### src/rtl/dcache_pkg.sv
// dcache_pkg: shared state encoding and flattened-bus helpers for the data-cache access controller
package dcache_pkg;
  typedef enum logic [2:0] {IDLE, ISSUE, WAIT, RESPOND, DRAIN} dcache_ctrl_state_e;
  localparam int REQ_WRITE_BIT = 0;
  localparam int MAX_BUS_W = 1024;
  localparam int MAX_SLICE_W = 128;
  function automatic logic [MAX_SLICE_W-1:0] port_slice(input logic [MAX_BUS_W-1:0] bus, input int idx, input int w);
    return MAX_SLICE_W'(bus >> (idx * w));
  endfunction
endpackage

### src/rtl/dcache_access_ctrl_if.sv
// dcache_access_ctrl_if: cache/memory request-response bus between controller (master) and memory (slave)
interface dcache_access_ctrl_if #(
  parameter int PORT_WIDTH = 1,
  parameter int ADDR_WIDTH = 32,
  parameter int DATA_WIDTH = 32
);
  logic mem_req_valid;
  logic mem_req_ready;
  logic mem_req_we;
  logic [PORT_WIDTH-1:0] mem_req_type;
  logic [ADDR_WIDTH-1:0] mem_req_addr;
  logic [DATA_WIDTH-1:0] mem_req_wdata;
  logic mem_resp_valid;
  logic [DATA_WIDTH-1:0] mem_resp_rdata;
  modport master (
    output mem_req_valid, mem_req_we, mem_req_type, mem_req_addr, mem_req_wdata,
    input mem_req_ready, mem_resp_valid, mem_resp_rdata
  );
  modport slave (
    input mem_req_valid, mem_req_we, mem_req_type, mem_req_addr, mem_req_wdata,
    output mem_req_ready, mem_resp_valid, mem_resp_rdata
  );
endinterface

### src/rtl/dcache_timeout_ctr.sv
// dcache_timeout_ctr: saturating response-wait counter, expired once it reaches TIMEOUT_CYCLES-1
module dcache_timeout_ctr #(
  parameter int TIMEOUT_CYCLES = 64
) (
  input  logic clk,
  input  logic rst,
  input  logic clr,
  input  logic en,
  output logic expired
);
  localparam int W = $clog2(TIMEOUT_CYCLES);
  localparam logic [W-1:0] LAST = W'(TIMEOUT_CYCLES - 1);
  logic [W-1:0] cnt;
  assign expired = cnt == LAST;
  always_ff @(posedge clk or posedge rst) begin
    if (rst) cnt <= '0;
    else if (clr) cnt <= '0;
    else if (en && !expired) cnt <= cnt + 1'b1;
  end
endmodule

### src/rtl/dcache_access_ctrl.sv
// dcache_access_ctrl: single-outstanding cache/memory transaction engine behind the port arbiter
module dcache_access_ctrl
  import dcache_pkg::*;
#(
  parameter int NUM_PORTS = 2,
  parameter int PSEL_W = (NUM_PORTS > 1) ? $clog2(NUM_PORTS) : 1,
  parameter int PORT_WIDTH = 1,
  parameter int ADDR_WIDTH = 32,
  parameter int DATA_WIDTH = 32,
  parameter int TIMEOUT_CYCLES = 64
) (
  input  logic clk,
  input  logic rst,
  input  logic [NUM_PORTS-1:0] grant,
  input  logic [PSEL_W-1:0] selected_port,
  input  logic [PORT_WIDTH-1:0] selected_type,
  input  logic [NUM_PORTS-1:0] req_abort,
  input  logic [NUM_PORTS*ADDR_WIDTH-1:0] port_addr,
  input  logic [NUM_PORTS*DATA_WIDTH-1:0] port_wdata,
  output logic resp_done,
  output logic resp_ready,
  dcache_access_ctrl_if.master mem,
  output logic [NUM_PORTS-1:0] port_resp_valid,
  output logic [DATA_WIDTH-1:0] port_resp_rdata,
  output logic port_resp_err
);
  dcache_ctrl_state_e state, state_n;
  logic [PSEL_W-1:0] port;
  logic [PORT_WIDTH-1:0] rtype;
  logic [ADDR_WIDTH-1:0] addr;
  logic [DATA_WIDTH-1:0] wdata, rdata;
  logic err, stale, expired, start, hs, abort, resp, tmo;
  logic [MAX_BUS_W-1:0] addr_bus, wdata_bus;
  assign addr_bus = MAX_BUS_W'(port_addr);
  assign wdata_bus = MAX_BUS_W'(port_wdata);
  assign resp = mem.mem_resp_valid;
  assign abort = req_abort[port];
  assign start = state == IDLE && |grant && !req_abort[selected_port];
  assign hs = mem.mem_req_valid && mem.mem_req_ready;
  assign tmo = state == WAIT && !resp && !abort && expired;
  assign resp_ready = state == IDLE;
  assign resp_done = state == RESPOND;
  assign port_resp_valid = resp_done ? NUM_PORTS'(1) << port : '0;
  assign port_resp_rdata = rdata;
  assign port_resp_err = err;
  // Requests stay masked until the memory has returned the response orphaned by a timeout
  assign mem.mem_req_valid = state == ISSUE && !stale;
  assign mem.mem_req_we = rtype[REQ_WRITE_BIT];
  assign mem.mem_req_type = rtype;
  assign mem.mem_req_addr = addr;
  assign mem.mem_req_wdata = wdata;
  dcache_timeout_ctr #(.TIMEOUT_CYCLES(TIMEOUT_CYCLES)) u_tmo (
    .clk(clk),
    .rst(rst),
    .clr(hs),
    .en(state == WAIT),
    .expired(expired)
  );
  always_comb begin
    state_n = state;
    case (state)
      IDLE:    state_n = start ? ISSUE : IDLE;
      ISSUE:   state_n = hs ? WAIT : abort ? IDLE : ISSUE;
      WAIT:    state_n = resp ? (abort ? IDLE : RESPOND) : abort ? DRAIN : expired ? RESPOND : WAIT;
      RESPOND: state_n = IDLE;
      DRAIN:   state_n = resp ? IDLE : DRAIN;
      default: state_n = IDLE;
    endcase
  end
  always_ff @(posedge clk or posedge rst) begin
    if (rst) begin
      state <= IDLE;
      port <= '0;
      rtype <= '0;
      addr <= '0;
      wdata <= '0;
      rdata <= '0;
      err <= 1'b0;
      stale <= 1'b0;
    end else begin
      state <= state_n;
      stale <= tmo | (stale & !resp);
      if (start) begin
        port <= selected_port;
        rtype <= selected_type;
        addr <= ADDR_WIDTH'(port_slice(addr_bus, int'(selected_port), ADDR_WIDTH));
        wdata <= DATA_WIDTH'(port_slice(wdata_bus, int'(selected_port), DATA_WIDTH));
      end
      if (state == WAIT && resp) begin
        rdata <= rtype[REQ_WRITE_BIT] ? '0 : mem.mem_resp_rdata;
        err <= 1'b0;
      end else if (tmo) begin
        rdata <= '0;
        err <= 1'b1;
      end
    end
  end
endmodule

### src/flat_wrapper.sv
// flat-port wrapper written by rule: the top's interface ports become plain ports
module dcache_access_ctrl_flat import dcache_pkg::*;
#(
  parameter int NUM_PORTS = 2,
  parameter int PSEL_W = (NUM_PORTS > 1) ? $clog2(NUM_PORTS) : 1,
  parameter int PORT_WIDTH = 1,
  parameter int ADDR_WIDTH = 32,
  parameter int DATA_WIDTH = 32,
  parameter int TIMEOUT_CYCLES = 64
)
  (clk, rst, grant, selected_port, selected_type, req_abort, port_addr, port_wdata, resp_done, resp_ready, port_resp_valid, port_resp_rdata, port_resp_err, mem_mem_req_valid, mem_mem_req_we, mem_mem_req_type, mem_mem_req_addr, mem_mem_req_wdata, mem_mem_req_ready, mem_mem_resp_valid, mem_mem_resp_rdata);
  dcache_access_ctrl_if #(.PORT_WIDTH(PORT_WIDTH), .ADDR_WIDTH(ADDR_WIDTH), .DATA_WIDTH(DATA_WIDTH)) mem_i ();
  input  logic clk;
  input  logic rst;
  input  logic [NUM_PORTS-1:0] grant;
  input  logic [PSEL_W-1:0] selected_port;
  input  logic [PORT_WIDTH-1:0] selected_type;
  input  logic [NUM_PORTS-1:0] req_abort;
  input  logic [NUM_PORTS*ADDR_WIDTH-1:0] port_addr;
  input  logic [NUM_PORTS*DATA_WIDTH-1:0] port_wdata;
  output logic resp_done;
  output logic resp_ready;
  output logic [NUM_PORTS-1:0] port_resp_valid;
  output logic [DATA_WIDTH-1:0] port_resp_rdata;
  output logic port_resp_err;
  output wire logic [$bits(mem_i.mem_req_valid)-1:0] mem_mem_req_valid;
  output wire logic [$bits(mem_i.mem_req_we)-1:0] mem_mem_req_we;
  output wire logic [$bits(mem_i.mem_req_type)-1:0] mem_mem_req_type;
  output wire logic [$bits(mem_i.mem_req_addr)-1:0] mem_mem_req_addr;
  output wire logic [$bits(mem_i.mem_req_wdata)-1:0] mem_mem_req_wdata;
  input wire logic [$bits(mem_i.mem_req_ready)-1:0] mem_mem_req_ready;
  input wire logic [$bits(mem_i.mem_resp_valid)-1:0] mem_mem_resp_valid;
  input wire logic [$bits(mem_i.mem_resp_rdata)-1:0] mem_mem_resp_rdata;
  assign mem_mem_req_valid = mem_i.mem_req_valid;
  assign mem_mem_req_we = mem_i.mem_req_we;
  assign mem_mem_req_type = mem_i.mem_req_type;
  assign mem_mem_req_addr = mem_i.mem_req_addr;
  assign mem_mem_req_wdata = mem_i.mem_req_wdata;
  assign mem_i.mem_req_ready = mem_mem_req_ready;
  assign mem_i.mem_resp_valid = mem_mem_resp_valid;
  assign mem_i.mem_resp_rdata = mem_mem_resp_rdata;
  dcache_access_ctrl #(.NUM_PORTS(NUM_PORTS), .PSEL_W(PSEL_W), .PORT_WIDTH(PORT_WIDTH), .ADDR_WIDTH(ADDR_WIDTH), .DATA_WIDTH(DATA_WIDTH), .TIMEOUT_CYCLES(TIMEOUT_CYCLES)) u_core (.clk(clk), .rst(rst), .grant(grant), .selected_port(selected_port), .selected_type(selected_type), .req_abort(req_abort), .port_addr(port_addr), .port_wdata(port_wdata), .resp_done(resp_done), .resp_ready(resp_ready), .mem(mem_i), .port_resp_valid(port_resp_valid), .port_resp_rdata(port_resp_rdata), .port_resp_err(port_resp_err));
endmodule
### config.mk
export PLATFORM = sky130hd
export DESIGN_NAME = dcache_access_ctrl_flat
export DESIGN_NICKNAME = d
export VERILOG_FILES = /design/src/rtl/dcache_pkg.sv /design/src/rtl/dcache_access_ctrl_if.sv /design/src/rtl/dcache_timeout_ctr.sv /design/src/rtl/dcache_access_ctrl.sv /design/src/flat_wrapper.sv
export SDC_FILE = /design/constraint.sdc
export NUM_CORES = 1
export LEC_CHECK = 0
export CAP_MARGIN = 20
export CORE_ASPECT_RATIO = 1.2
export CORE_MARGIN = 5
export CORE_UTILIZATION = 41
export CTS_BUF_LIST = sky130_fd_sc_hd__clkbuf_8
export DETAILED_ROUTE_END_ITERATION = 12
export PLACE_DENSITY_LB_ADDON = 0.12
export SYNTH_ARGS = -nofsm -noshare
export SYNTH_HDL_FRONTEND = slang
export SYNTH_HIERARCHICAL = 1
export SYNTH_SLANG_ARGS = --single-unit
export TNS_END_PERCENT = 10
### constraint.sdc
create_clock -name clk -period 3.28 [get_ports clk]
set_input_delay 0.328 -clock clk [delete_from_list [all_inputs] [get_ports clk]]
set_output_delay 0.328 -clock clk [all_outputs]
set_load 0.01 [all_outputs]
* After elaboration in Yosys (flattened, before gate mapping)
Index checks and enable logic that the tools add are counted.
Cells by class: add/subtract/negate cells 1, multiplexer cells 21, shifts and indexed selects 3, reduce and logical (&&, ||, !) cells 18, $lt $le $gt $ge 2, eq/ne operators 5, bitwise logic cells 2
Operator list (number):
- $shr A64 B6 Y32 | 2
- $mux W32 | 3
- $mux W3 | 4
- $mux W6 | 2
- $pmux W3 S4 | 1
- $logic_and A1 B1 Y1 | 9
- $mux W1 | 9
- $add A6 B1 Y6 const B | 1
- $eq A3 B2 Y1 const B | 2
- $eq A6 B6 Y1 const B | 1
- $logic_not A1 Y1 | 5
- $lt A1 B2 Y1 const B | 2
- $mux W2 | 2
- $reduce_bool A2 Y1 | 2
- $eq A3 B1 Y1 const B | 1
- $eq A3 B3 Y1 const B | 1
- $logic_not A3 Y1 | 1
- $reduce_or A2 Y1 | 1
- $shl A1 B1 Y2 const A | 1
- $and A1 B1 Y1 | 1
- $or A1 B1 Y1 | 1
Storage, ports and cells: input port bits 170, register bits 109

* Longest topological paths before layout
depth in word-level cells 7, gate-level depth with buffers 7, gate-level depth less buffers 6

* Hierarchy
Netlist, hierarchy kept.
By module, submodules not included:
- dcache_access_ctrl | cells an instance 388, area each 4923.5 µm², times used 1
- dcache_timeout_ctr | cells an instance 37, area each 355.3 µm², times used 1

* Worst setup path before layout
Ideal clock, no wire load.
kind reg2reg, start register u_core.state[2], end register u_core.u_tmo.cnt[1], path buffers 0, arrival 1.681 ns, cell stages (with the launch flop) 7, path slack 1.451 ns, data required time 3.133 ns, clock period less this slack 1.829 ns, cell sequence dfrtp_1 nor4b_1 nand2_1 inv_1 inv_1 a41oi_1 o311ai_0
Between the ends: longest elaborated chain between the ends 4, elaborated cells between the ends (all ways) 7, classes of those cells eq/ne (2); mux (1); reduce/logical (4)
RTL lines:
- start: declaration | line dcache_access_ctrl.sv:27 | dcache_ctrl_state_e state, state_n;
- start signal: assignment | line dcache_access_ctrl.sv:81 | state <= state_n;
- $eq A3 B1 Y1 * | line dcache_access_ctrl.sv:47 | assign mem.mem_req_valid = state == ISSUE && !stale;
- $logic_and A1 B1 Y1 * | line dcache_access_ctrl.sv:47
- net mem_mem_req_valid | line flat_wrapper.sv:26 | output wire logic [$bits(mem_i.mem_req_valid)-1:0] mem_mem_req_valid;
- $logic_and A1 B1 Y1 * | line dcache_access_ctrl.sv:39 | assign hs = mem.mem_req_valid && mem.mem_req_ready;
- net u_core.hs | line dcache_access_ctrl.sv:32 | logic err, stale, expired, start, hs, abort, resp, tmo;
- $mux W6 / $reduce_bool A2 Y1 (equally long branches)
- end signal: assignment | line dcache_timeout_ctr.sv:18 | else if (en && !expired) cnt <= cnt + 1'b1;
- end: declaration | line dcache_timeout_ctr.sv:13 | logic [W-1:0] cnt;
Mark *: on every way through the listed nets, which the timed path passes. The rest lies on a longest branch. A chain may end at the register's enable or synchronous reset.

* Worst setup path in the final report
start register u_core.state[1], end output port_resp_valid[0]
Between the ends: longest elaborated chain between the ends 2
RTL lines:
- $eq A3 B2 Y1 | line dcache_access_ctrl.sv:42 | assign resp_done = state == RESPOND;
- $mux W2 | line dcache_access_ctrl.sv:43 | assign port_resp_valid = resp_done ? NUM_PORTS'(1) << port : '0;
- end: declaration | line flat_wrapper.sv:23 | output logic [NUM_PORTS-1:0] port_resp_valid;
Every way passes these cells.

==> flow_metrics.env <==
export IMPL_status="finished, final reports clean"
export IMPL_wl_per_cell_um=18.3
export IMPL_min_period_over_period=0.687
export IMPL_seqPwrFrac=0.368
export IMPL_cts_made_buffers=9
export IMPL_nets=856
export IMPL_max_cap_viol_count=0
export IMPL_p_clk_frac=0.131
export IMPL_synth_seq_cells=109
export IMPL_htreeDepth=3
export IMPL_drt_iter0_drc=135
export IMPL_setup_worst_path_end_class="output pin"
export IMPL_antenna_found_initial=1
export IMPL_fp_dieW_um=114
export IMPL_detail_route_wirelength_um=15600
export IMPL_drt_vias_per_instance=5.07
export IMPL_synth_edff_count=0
export IMPL_cts_sinks=109
export IMPL_drc=0
export IMPL_ant_nets=0
export IMPL_synthArstFlopShare=1.00
export IMPL_slowest_stage="clkdlybuf4s50_1"
export IMPL_synth_net_count=596
export IMPL_crit_chain="nor2b_1, and2_1, nor2b_1, clkdlybuf4s50_1"
export IMPL_fmax_mhz=444
export IMPL_cts_resized_gates=0
export IMPL_cts_hold_buf=0
export IMPL_timing_critical_path_mode_cell="nor2b_1"
export IMPL_firstDrtPassIters=4
export IMPL_synth_top_flop_cell="dfrtp_1"
export IMPL_syn_area_per_cell_um2=12.4
export IMPL_finalCriticalPeriod_ns=2.25
export IMPL_cts_tree="done"
export IMPL_finClkSkew_ns=0.00978
export IMPL_worst_ep_arrival_time_ns=1.92
export IMPL_pwr_share_comb=0.501
export IMPL_ir_worst_vdd_mv=0.497
export IMPL_synth_area_top_cells="dfrtp_1 52%, mux2_2 28%, o32ai_1 5.3%"
export IMPL_initial_utilization=0.417
export IMPL_power_switching_share=0.328
export IMPL_start_kind="flop"
export IMPL_final_cell_mix="272 x clkdlybuf4s50_1, 131 x mux2_2, 109 x dfrtp_1"
export IMPL_critPathRequiredTime_ns=2.95
export IMPL_cts_setup_buffers=0
export IMPL_wl_met3_um=1560
export IMPL_wl_met2_um=8150
export IMPL_netlist_area_leader_share=0.517
export IMPL_p_sw_uw=2040
export IMPL_yosysSeqAreaShare=0.517
export IMPL_synth_distinct_cells=38
export IMPL_synth_area_leader_cell="dfrtp_1"
export IMPL_synthCells=425
export IMPL_power_per_cell_area_mw_per_mm2=748
export IMPL_layout_drive_gt1_share=0.229
export IMPL_grt_max_degree=68
export IMPL_slew_headroom=0.425
export IMPL_final_common_cell="clkdlybuf4s50_1"
export IMPL_diodes=0
export IMPL_rows=45
export IMPL_tightest_slew_ns=0.863
export IMPL_netlist_area_mm2=0.00528
export IMPL_area_growth_pct=57.8
export IMPL_crit_type="flop to output pin"
export IMPL_setup_viol=0
export IMPL_num_vias=4329
export IMPL_slowest_delay_ns=0.55
export IMPL_dp_hpwl_um=11900
export IMPL_hold_slack_ns=0.258
export IMPL_gr_total_overflow=0
export IMPL_io_pins=274
export IMPL_clkTransAtPathRegs_ns=0.10
export IMPL_dr_max_layer_used="met4"
export IMPL_ys_warn_count=6
export IMPL_worst_skew_pair_late_latency_ns=0.36
export IMPL_grt_pass1_wl_um=24700
export IMPL_finalHoldViolCount=0
export IMPL_worst_hold_path_type="input port to asynchronous set/reset pin"
export IMPL_cts_root_buf="clkbuf_8"
export IMPL_fin_setup_tns_ns=0
export IMPL_clockBufferDepth=2
export IMPL_p_leak_uw=0.00347
export IMPL_core_mm2=0.0127
export IMPL_grt_total_usage=0.202
export IMPL_grt_pass1_vias=4726
export IMPL_p_int_uw=4190
export IMPL_rsz0062_at_grt="false"
export IMPL_port_buffers=273
export IMPL_maxSlewViolCount=0
export IMPL_die_y_um=134
export IMPL_worstPathMaxFanout=7
export IMPL_gp_congestion=0.786
export IMPL_dieArea_mm2=0.0153
export IMPL_wl_met1_um=5760
==> through the flow <==
stage / util / area (um2) / setup WS (ns) / total power (uW) / std cells
final: 0.657 / 8330 / 1.03 / 6230 / 854
after global routing: 0.657 / 8330 / 0.921 / 6630 / 854
after CTS: 0.657 / 8330 / 1.01 / 6320 / 854
after detailed placement: 0.642 / 8130 / 1.27 / 5490 / 838
after global placement: 0.642 / 8130 / 1.27 / 5390 / 838
after floorplan: - / 5280 / 0.248 / 3730 / 425
==> critical path, delay by kind of cell, from the launching register on <==
family,cells,cell delay (ns)
simple gates,3,0.54
buf+inv,1,0.55
flops,1,0.47
==> final timing paths <==
kind	startpoint	endpoint	slack [ns]	cells past startpoint
worst max-delay path	u_core/state[1]$_DFF_PP0_	port_resp_valid[0]	1.03	4
worst min-delay path	rst	u_core/u_tmo/cnt[5]$_DFFE_PP0P_	0.26	2
worst max register to register	u_core/state[2]$_DFF_PP0_	u_core/u_tmo/cnt[5]$_DFFE_PP0P_	1.35	5
worst min register to register	u_core/mem.mem_req_addr[15]$_DFFE_PP0N_	u_core/mem.mem_req_addr[15]$_DFFE_PP0N_	0.51	1
max in group asynchronous	rst	u_core/mem.mem_req_wdata[15]$_DFFE_PP0N_	2.11	3
min in group clk	u_core/mem.mem_req_addr[15]$_DFFE_PP0N_	u_core/mem.mem_req_addr[15]$_DFFE_PP0N_	0.51	1
==> Yosys cell counts, types with 2 or more instances <==
cell      number
mux2_2       131
inv_1         39
and3_1         2
buf_6          4
o32ai_1       32
nor3b_1        3
nor2b_1        3
clkbuf_1      13
nand3_1        2
o311ai_0       2
nand2_1       38
nor2_1         3
nor3_1         5
a31oi_1        2
mux2i_1        2
buf_2          5
o211a_1        2
buf_1          3
a21oi_1        2
nand4_1        2
buf_4          5
dfrtp_1      109
==> state kept, by name (all words and copies together), names as in the netlist <==
| signal | flops |
|---|---|
| u_core/mem.mem_req_wdata | 32 |
| u_core/port_resp_rdata | 32 |
| u_core/port | 1 |
| u_core/port_resp_err | 1 |
| u_core/state | 3 |
| u_core/mem.mem_req_type | 1 |
| u_core/u_tmo/cnt | 6 |
| u_core/stale | 1 |
| u_core/mem.mem_req_addr | 32 |
==> power groups by stage <==
stage                     sequential, uW  clock (uW)  combinational [uW]
final                               2290         819                3120
after global routing                2390         905                3340
after CTS                           2300         850                3170
after detailed placement            2320           0                3170
after global placement              2300           0                3090
after floorplan                     2570           0                1160
==> per-layer routing <==
metal | vias up | track usage
li1 | 2033 | -
met5 | - | 0
met1 | 2112 | 0.221
met4 | 0 | 0.0421
met2 | 175 | 0.368
met3 | 9 | 0.0812
==> area by class of cell <==
cell class | instances | area, um2
Fill cell | 1004 | 4340
Multi-Input combinational cell | 247 | 2250
Clock inverter | 6 | 62.6
Inverter | 39 | 149
Clock buffer | 10 | 138
Timing Repair Buffer | 279 | 2800
Sequential cell | 109 | 2730
Tap cell | 164 | 205
==> kinds of logic after synthesis <==
logic type                 share of synthesized area
buffers and inverters                         0.0595
adders and majority gates                    0.00237
AOI/OAI and AO/OA                             0.0751
muxes                                          0.283
and+or+nand+nor                               0.0631
DFF                                            0.517
(Power assumes the default switching activity.)
